===== src/rtl/dla_noc_packetizer_pkg.sv =====
// rtl/dla_noc_packetizer_pkg.sv - NoC flit geometry, labels and head-field layout shared with the router-side bridge
package dla_noc_packetizer_pkg;

  localparam int FLIT_DATA_SIZE   = 32;
  localparam int FLIT_LABEL_SIZE  = 2;
  localparam int FLIT_TOTAL_SIZE  = FLIT_LABEL_SIZE + FLIT_DATA_SIZE;
  localparam int DEST_ADDR_SIZE_X = 4;
  localparam int DEST_ADDR_SIZE_Y = 4;
  localparam int DEST_ADDR_SIZE_L = 3;
  localparam int GRANT_PL_SIZE    = DEST_ADDR_SIZE_X + DEST_ADDR_SIZE_Y + 2;

  typedef enum logic [FLIT_LABEL_SIZE-1:0] {
    FLIT_HEAD     = 2'd0,
    FLIT_BODY     = 2'd1,
    FLIT_TAIL     = 2'd2,
    FLIT_HEADTAIL = 2'd3
  } flit_label_t;

  // Low-order field first in the flit: l_dest occupies bit 0 upward.
  typedef struct packed {
    logic [GRANT_PL_SIZE-1:0]    head_pl;
    logic [DEST_ADDR_SIZE_X-1:0] x_dest;
    logic [DEST_ADDR_SIZE_Y-1:0] y_dest;
    logic [DEST_ADDR_SIZE_L-1:0] l_dest;
  } head_field_t;

  localparam int HEAD_FIELD_SIZE = $bits(head_field_t);

  typedef enum logic {
    ST_IDLE = 1'b0,
    ST_BODY = 1'b1
  } pkt_state_t;

  function automatic logic [FLIT_TOTAL_SIZE-1:0] make_head_flit(input flit_label_t label,
                                                                 input head_field_t hf);
    return {label, {(FLIT_DATA_SIZE-HEAD_FIELD_SIZE){1'b0}}, hf};
  endfunction

endpackage


===== src/rtl/dla_noc_packetizer.sv =====
// rtl/dla_noc_packetizer.sv - DLA-side NoC flit builder feeding the async FIFO write port
// Grant (HEADTAIL) path present only when DLA_NOC_PKT_GRANT_EN is defined.
module dla_noc_packetizer
  import dla_noc_packetizer_pkg::*;
#(
  parameter int LEN_W = 8,
  parameter int CNT_W = 16
) (
  input  logic                        clk_dla,
  input  logic                        rst_dla,
  input  logic                        req_vld,
  output logic                        req_rdy,
  input  logic [DEST_ADDR_SIZE_X-1:0] req_dest_x,
  input  logic [DEST_ADDR_SIZE_Y-1:0] req_dest_y,
  input  logic [DEST_ADDR_SIZE_L-1:0] req_dest_l,
  input  logic [LEN_W-1:0]            req_len,
  input  logic                        data_vld,
  output logic                        data_rdy,
  input  logic [FLIT_DATA_SIZE-1:0]   data,
  input  logic                        grnt_vld,
  output logic                        grnt_rdy,
  input  logic [DEST_ADDR_SIZE_X-1:0] grnt_dest_x,
  input  logic [DEST_ADDR_SIZE_Y-1:0] grnt_dest_y,
  input  logic [DEST_ADDR_SIZE_L-1:0] grnt_dest_l,
  input  logic [GRANT_PL_SIZE-1:0]    grnt_pl,
  input  logic                        wbuf_full,
  output logic                        wbuf_wen,
  output logic [FLIT_TOTAL_SIZE-1:0]  wbuf_wdata,
  output logic                        busy,
  output logic [CNT_W-1:0]            pkts_sent
);

  pkt_state_t       state_q, state_d;
  logic [LEN_W-1:0] beat_cnt_q, beat_cnt_d;
  logic [CNT_W-1:0] pkts_q, pkts_d;

`ifdef DLA_NOC_PKT_GRANT_EN
  logic grant_last_q, grant_last_d;
  logic pick_grant;

  assign pick_grant = grnt_vld && (!req_vld || !grant_last_q);
`else
  wire unused_grnt = ^{grnt_vld, grnt_dest_x, grnt_dest_y, grnt_dest_l, grnt_pl};
`endif

  always_ff @(posedge clk_dla or posedge rst_dla) begin
    if (rst_dla) begin
      state_q      <= ST_IDLE;
      beat_cnt_q   <= '0;
      pkts_q       <= '0;
`ifdef DLA_NOC_PKT_GRANT_EN
      grant_last_q <= 1'b0;
`endif
    end else begin
      state_q      <= state_d;
      beat_cnt_q   <= beat_cnt_d;
      pkts_q       <= pkts_d;
`ifdef DLA_NOC_PKT_GRANT_EN
      grant_last_q <= grant_last_d;
`endif
    end
  end

  always_comb begin
    state_d      = state_q;
    beat_cnt_d   = beat_cnt_q;
    pkts_d       = pkts_q;
    req_rdy      = 1'b0;
    data_rdy     = 1'b0;
    grnt_rdy     = 1'b0;
    wbuf_wen     = 1'b0;
    wbuf_wdata   = '0;
`ifdef DLA_NOC_PKT_GRANT_EN
    grant_last_d = grant_last_q;
`endif
    // Handshakes are combinational, so gate them off while reset is held.
    if (!rst_dla) begin
      unique case (state_q)
        ST_IDLE: begin
`ifdef DLA_NOC_PKT_GRANT_EN
          if (!wbuf_full && pick_grant) begin
            grnt_rdy     = 1'b1;
            wbuf_wen     = 1'b1;
            wbuf_wdata   = make_head_flit(FLIT_HEADTAIL,
                                          '{head_pl: grnt_pl, x_dest: grnt_dest_x,
                                            y_dest: grnt_dest_y, l_dest: grnt_dest_l});
            grant_last_d = 1'b1;
            pkts_d       = pkts_q + CNT_W'(1);
          end else
`endif
          if (!wbuf_full && req_vld) begin
            req_rdy    = 1'b1;
            wbuf_wen   = 1'b1;
            wbuf_wdata = make_head_flit(FLIT_HEAD,
                                        '{head_pl: '0, x_dest: req_dest_x,
                                          y_dest: req_dest_y, l_dest: req_dest_l});
            beat_cnt_d = req_len;
`ifdef DLA_NOC_PKT_GRANT_EN
            grant_last_d = 1'b0;
`endif
            state_d    = ST_BODY;
          end
        end
        ST_BODY: begin
          data_rdy = !wbuf_full;
          if (data_vld && !wbuf_full) begin
            wbuf_wen = 1'b1;
            if (beat_cnt_q == '0) begin
              wbuf_wdata = {FLIT_TAIL, data};
              pkts_d     = pkts_q + CNT_W'(1);
              state_d    = ST_IDLE;
            end else begin
              wbuf_wdata = {FLIT_BODY, data};
              beat_cnt_d = beat_cnt_q - LEN_W'(1);
            end
          end
        end
        default: state_d = ST_IDLE;
      endcase
    end
  end

  assign busy      = (state_q == ST_BODY);
  assign pkts_sent = pkts_q;

endmodule


===== config.mk =====
export PLATFORM = sky130hd
export DESIGN_NAME = dla_noc_packetizer
export DESIGN_NICKNAME = d
export VERILOG_FILES = /design/src/rtl/dla_noc_packetizer_pkg.sv /design/src/rtl/dla_noc_packetizer.sv
export SDC_FILE = /design/constraint.sdc
export NUM_CORES = 1
export LEC_CHECK = 0
export ABC_AREA = 1
export BUFFER_PORTS_ARGS = -buffer_cell sky130_fd_sc_hd__buf_2
export CAP_MARGIN = 20
export CORE_ASPECT_RATIO = 1.2
export CORE_UTILIZATION = 38
export DETAILED_ROUTE_END_ITERATION = 7
export PLACE_DENSITY = 0.82
export SYNTH_ARGS = -nofsm -noshare
export SYNTH_HDL_FRONTEND = slang
export SYNTH_SLANG_ARGS = --single-unit

===== constraint.sdc =====
create_clock -name clk_dla -period 1.28 [get_ports clk_dla]
set_input_delay 0.064 -clock clk_dla [delete_from_list [all_inputs] [get_ports clk_dla]]
set_output_delay 0.064 -clock clk_dla [all_outputs]
set_load 0.005 [all_outputs]

==> flow_summary.toml, run 1 <==
[cells_and_area]
fin_nets = 546
area_growth_pct = 69.4
fillers = 417
seq_area_um2 = 627
diodes = 0
drive_gt1_frac = 0.498
design_area_mm2 = 0.00329
multi_input_comb_area_mm2 = 0.00129

[setup_path]
setup.worst_path.class = "reg -> out"
cp_max_fo = 3
crit_top_cell = "inv_2"
critical_path.top_delay_family = "flip-flops"
end_kind = "output pin"
cpPeakStageDelay_ps = 400
crit_path_start_kind = "register"
cp.arrival_ps = 1430
required_ps = 1220
crit_chain = "inv_2 > ha_4 > nand2_4 > o21ai_4 > buf_6 > inv_2 > buf_2"
crit_start = "beat_cnt_q[0]"
cpMaxStageDelayCell = "dfrtp_1"
cp_num_buf_inv = 4
r2r_start = "beat_cnt_q[0]"

[cts]
cts_sinks = 25
clk_latency_ps = 270
htreeDepth = 1
cts_tree = "done"
clock_path_buffers = 2
clk_pin_slew_ps = 100
numCtsBuffers = 3
cts_root_buffer = "clkbuf_8"

[synthesis]
synth_most_common_cell = "nand2_1"
yosysUniqueCellTypes = 28
yosysSeqAreaShare = 0.323
synthCells = 306
synthArstFlopShare = 1.00
ys_top_cells_by_area = "dfrtp_1 32%, nand2_1 22%, nor2_1 9.1%, inv_1 8.5%, a22o_1 5.0%"
yosysTopAreaCell = "dfrtp_1"
synth_fp_nets = 387
ys_top_cells_by_count = "112 x nand2_1, 47 x nor2_1, 44 x inv_1, 25 x dfrtp_1, 15 x nand3_1"
ys.flop_type = "dfrtp_1"
ys_warn_count = 0
synth_edf_count = 0
yosys_register_bits = 25
synth.avg_cell_area_um2 = 6.34
syn_area_mm2 = 0.00194
synth_top_area_frac = 0.323

[timing]
drv_slew = 0
setup_slack_ps = -218
finalSetupTns_ps = -9250
skew_ps = 7.14
finalSetupViolCount = 59
layout_worst_path_cycle_share = 1.17
rsz0062_at_grt = "yes"
finalCriticalPeriod_ps = 1500
fmax_mhz = 667
finalHoldViolCount = 0

[grt]
grt_pass1_vias = 2510
grt_max_degree = 27
antenna_found_initial = 0
overflow = 0
grt_usage = 0.256
grt_pass1_wl_um = 10600

[routing]
drc = 0
routed_via_density = 4.78
antenna_left = 0
firstDrtPassIters = 4
wirelength_um = 6480
route.vias.total = 2504
post_drt_wl_per_cell_um = 12.4
drt_iter0_drc = 102

[placement]
gp_congestion = 0.837
port_buffers = 109
dp_hpwl_um = 4820
placed_area_mm2 = 0.00291
place_ws_ps = -139

[status]
violations = "setup timing"
status = "finished, violations left"

[power_and_ir_drop]
p_leak_nw = 1.93
power_density_mw_per_mm2 = 1250
ir_drop_uv = 940

[die]
dieArea_mm2 = 0.00539
initial_utilization = 0.395
die_x_um = 67.2
core_region_area_mm2 = 0.00490
rows = 28
ios = 133
die_h_um = 80.3

[worst_hold_path]
hold_class = "in -> reg"
holdCritStartpoint = "req_len[4]"

[flow_run]
maxCapViolCount = 0
==> worst paths after layout <==
| check | slack, ps | cells past startpoint | to |
|---|---|---|---|
| worst max-delay path | -220 | 7 | wbuf_wdata[32] |
| min in group asynchronous | 460 | 4 | beat_cnt_q[3] |
| max in group asynchronous | 620 | 4 | pkts_sent[0] |
| worst max register to register | -200 | 9 | pkts_sent[14] |
| worst min-delay path | 90 | 5 | beat_cnt_q[4] |
| worst min register to register | 550 | 2 | beat_cnt_q[5] |
==> tightest hold or removal path, delay by kind of cell <==
family | cells | cell delay, ps
simple gates | 4 | 200
buf+inv | 1 | 70
==> kinds of logic (layout without fill, tap and decap cells) <==
kind of cell / after synthesis / in the layout / share of synthesized area
buffers and inverters: 54 / 212 / 0.120
AO/OA/AOI/OAI: 27 / 27 / 0.0955
AND/OR/NAND/NOR: 188 / 188 / 0.405
adder cells (fa/ha/maj): 3 / 3 / 0.0194
other: 1 / 1 / 0.00193
XOR/XNOR: 8 / 8 / 0.0361
flip-flops: 25 / 25 / 0.323
==> stage by stage <==
step	instances	util	hold WS, ps	total power [mW]
6_report	524	0.670	94.5	4.11
5_1_grt	524	0.670	117	4.46
4_1_cts	524	0.638	85.5	3.85
3_5_place_dp	509	0.594	217	3.24
3_3_place_gp	509	0.594	210	3.16
2_1_floorplan	306	-	-43.2	2.33
==> sequential cells by signal (all words and copies together) (netlist names) <==
name / flops
pkts_sent: 16
beat_cnt_q: 8
busy: 1
==> timing repair <==
item	CTS	global route
hold endpoints to repair	25	0
cloned	0	0
hold buffers	1	0
pin swaps	24	14
setup endpoints to repair	59	62
setup buffers	11	1
gates resized for setup	28	50
==> placed cells by master, fill, tap and decap left out, types with 3 or more instances in the layout <==
master / instances
buf_6: 13
nor2_4: 7
inv_2: 7
buf_2: 107
a22o_1: 11
buf_12: 4
o21ai_0: 6
nand4_1: 5
dfrtp_1: 24
nor2_2: 8
inv_1: 36
buf_4: 37
clkbuf_8: 3
nand3_1: 13
o21ai_1: 6
nand2_4: 7
nand2_2: 24
xor2_1: 4
nor2_1: 36
xnor2_1: 4
nand2_1: 83
==> where the power goes <==
group / switching, mW / internal (mW) / leakage, nW
logic: 1.29 / 1.15 / 1.59
registers: 0.204 / 0.981 / 0.314
clock network: 0.264 / 0.218 / 0.0255
==> area by class of cell <==
class	instances	area share
inverter	45	0.0564
clock inverter	1	0.00152
timing repair buffer	163	0.324
sequential	25	0.191
multi-input combinational	227	0.392
clock buffer	3	0.0126
tap	60	0.0228
==> routing by layer <==
layer	global-route usage	wire, um
met3	0.0284	282
met1	0.264	2410
met4	0.106	223
met2	0.500	3560
met5	0	0
Power figures use the tool's default switching activity.
==> run 2: changes to the inputs <==
Settings changed: BUFFER_PORTS_ARGS -buffer_cell sky130_fd_sc_hd__buf_2 to default, CORE_UTILIZATION 38 to 57, DONT_BUFFER_PORTS from default to 1, PLACE_DENSITY 0.82 to 0.8.
==> run 2 against run 1 <==
Against the previous run:
- the flow still finishes with violations (setup timing)
- maximum frequency decreased by 7.8%
- combinational power grew 32%
- non-clock buffer count is 100 lower
- worst hold slack lost 10 ps
- die area decreased by 33%
- routed wire length rose by 49%
- critical path depth stayed put
- global-route usage rose by 13 points
- clock power down 16%
==> flow_summary.toml, run 2 (synthesis results as in run 1) <==
[status]
status = "finished, violations left"
violations = "setup timing"

[power_and_ir_drop]
p_leak_nw = 1.54
power_density_mw_per_mm2 = 1630
ir_drop_uv = 1460

[timing]
rsz0062_at_grt = "yes"
drv_slew = 0
finalSetupViolCount = 62
finalHoldViolCount = 0
finalCriticalPeriod_ps = 1620
skew_ps = 16.5
fmax_mhz = 615
finalSetupTns_ps = -11450
layout_worst_path_cycle_share = 1.27
hold_slack_ps = 84.1
setup_slack_ps = -345

[grt]
grt_max_degree = 27
grt_usage = 0.385
grt_pass1_vias = 2308
overflow = 0
antenna_found_initial = 0
grt_pass1_wl_um = 10700

[cts]
htreeDepth = 1
numCtsBuffers = 3
clk_latency_ps = 340
clock_path_buffers = 2
cts_tree = "done"
cts_root_buffer = "clkbuf_4"
cts_sinks = 25
clk_pin_slew_ps = 170

[die]
initial_utilization = 0.618
core_region_area_mm2 = 0.00314
die_h_um = 65.9
die_x_um = 55.2
dieArea_mm2 = 0.00364
ios = 133
rows = 22

[cells_and_area]
mostFrequentLayoutCell = "nand2_1"
fin_nets = 448
area_growth_pct = 52.4
final_cell_mix = "102 x nand2_1, 40 x buf_4, 35 x inv_1, 26 x nor2_4, 24 x dfrtp_1"
seq_area_um2 = 627
diodes = 0
design_area_mm2 = 0.00296
fillers = 103
drive_gt1_frac = 0.361
largest_reg_flops = 16
multi_input_comb_area_mm2 = 0.00146

[routing]
wirelength_um = 9640
antenna_left = 0
drc = 0
firstDrtPassIters = 5
post_drt_wl_per_cell_um = 24.0
drt_iter0_drc = 419
route.vias.total = 2645
routed_via_density = 6.58

[placement]
port_buffers = 0
placed_area_mm2 = 0.00226
gp_congestion = 0.876
dp_hpwl_um = 4460

[setup_path]
crit_chain = "nand2_1 > nor2_1 > nand2_1 > o21ai_0 > nand2_1 > nand2_1 > nand2_1"
cp_max_fo = 4
cpPeakStageDelay_ps = 470
r2r_start = "pkts_sent[4]"
end_kind = "register"
cpMaxStageDelayCell = "dfrtp_1"
critical_path.top_delay_family = "simple AND/OR/NAND/NOR gates"
crit_top_cell = "nand2_1"
crit_path_start_kind = "register"
cp.arrival_ps = 1860
crit_start = "pkts_sent[4]"
setup.worst_path.class = "reg -> reg"
required_ps = 1510
cp_num_buf_inv = 0

[worst_hold_path]
hold_class = "in -> reg"
holdCritStartpoint = "wbuf_full"

[flow_run]
maxCapViolCount = 0
run 2: metrics by stage:
stage                     worst slack, ps   util  std cells  total power, mW
after floorplan                     -29.9      -        306             2.33
after global placement              -44.9  0.721        371             2.91
after detailed placement            -88.4  0.721        371             2.95
after CTS                            -170  0.864        393             3.82
after global routing                 -466  0.942        402             5.03
final                                -345  0.942        402             4.83
run 2: tightest hold or removal path: cells and delay by family:
family        cells  cell delay [ps]
simple gates      4              340
run 2: worst paths after layout:
kind,endpoint,slack (ps),depth (start not counted)
worst max-delay path,pkts_sent[15],-340,7
worst min-delay path,busy,80,4
worst max register to register,pkts_sent[15],-340,7
worst min register to register,beat_cnt_q[5],610,2
max in group asynchronous,pkts_sent[11],750,3
min in group asynchronous,busy,230,3
run 2: metal layers:
layer	vias up	share of wire	global-route usage
li1	1059	-	-
met3	104	0.12	0.0861
met1	1197	0.30	0.368
met4	0	0.11	0.275
met2	285	0.47	0.726
met5	-	0	0
run 2: power by group:
part           total, mW  internal [mW]  switching, mW
logic               3.21           1.39           1.82
clock network      0.403          0.122          0.280
registers           1.22          0.979          0.238
total               4.83           2.49           2.34
run 2: area by class of cell:
| class | instances | area share |
|---|---|---|
| Sequential cell | 25 | 0.212 |
| Inverter | 45 | 0.0627 |
| Multi-Input combinational cell | 228 | 0.494 |
| Tap cell | 36 | 0.0152 |
| Timing Repair Buffer | 63 | 0.204 |
| Clock buffer | 4 | 0.00889 |
| Timing Repair inverter | 1 | 0.00254 |
run 2: repair_timing:
item                                    in CTS  in global routing
resized for setup                           68                 41
hold buffers                                 9                  0
pin swaps                                    8                 13
endpoints found under the hold margin       33                  0
endpoints found under the setup margin      60                 61
setup buffers                                7                  7
cloned                                       2                  2
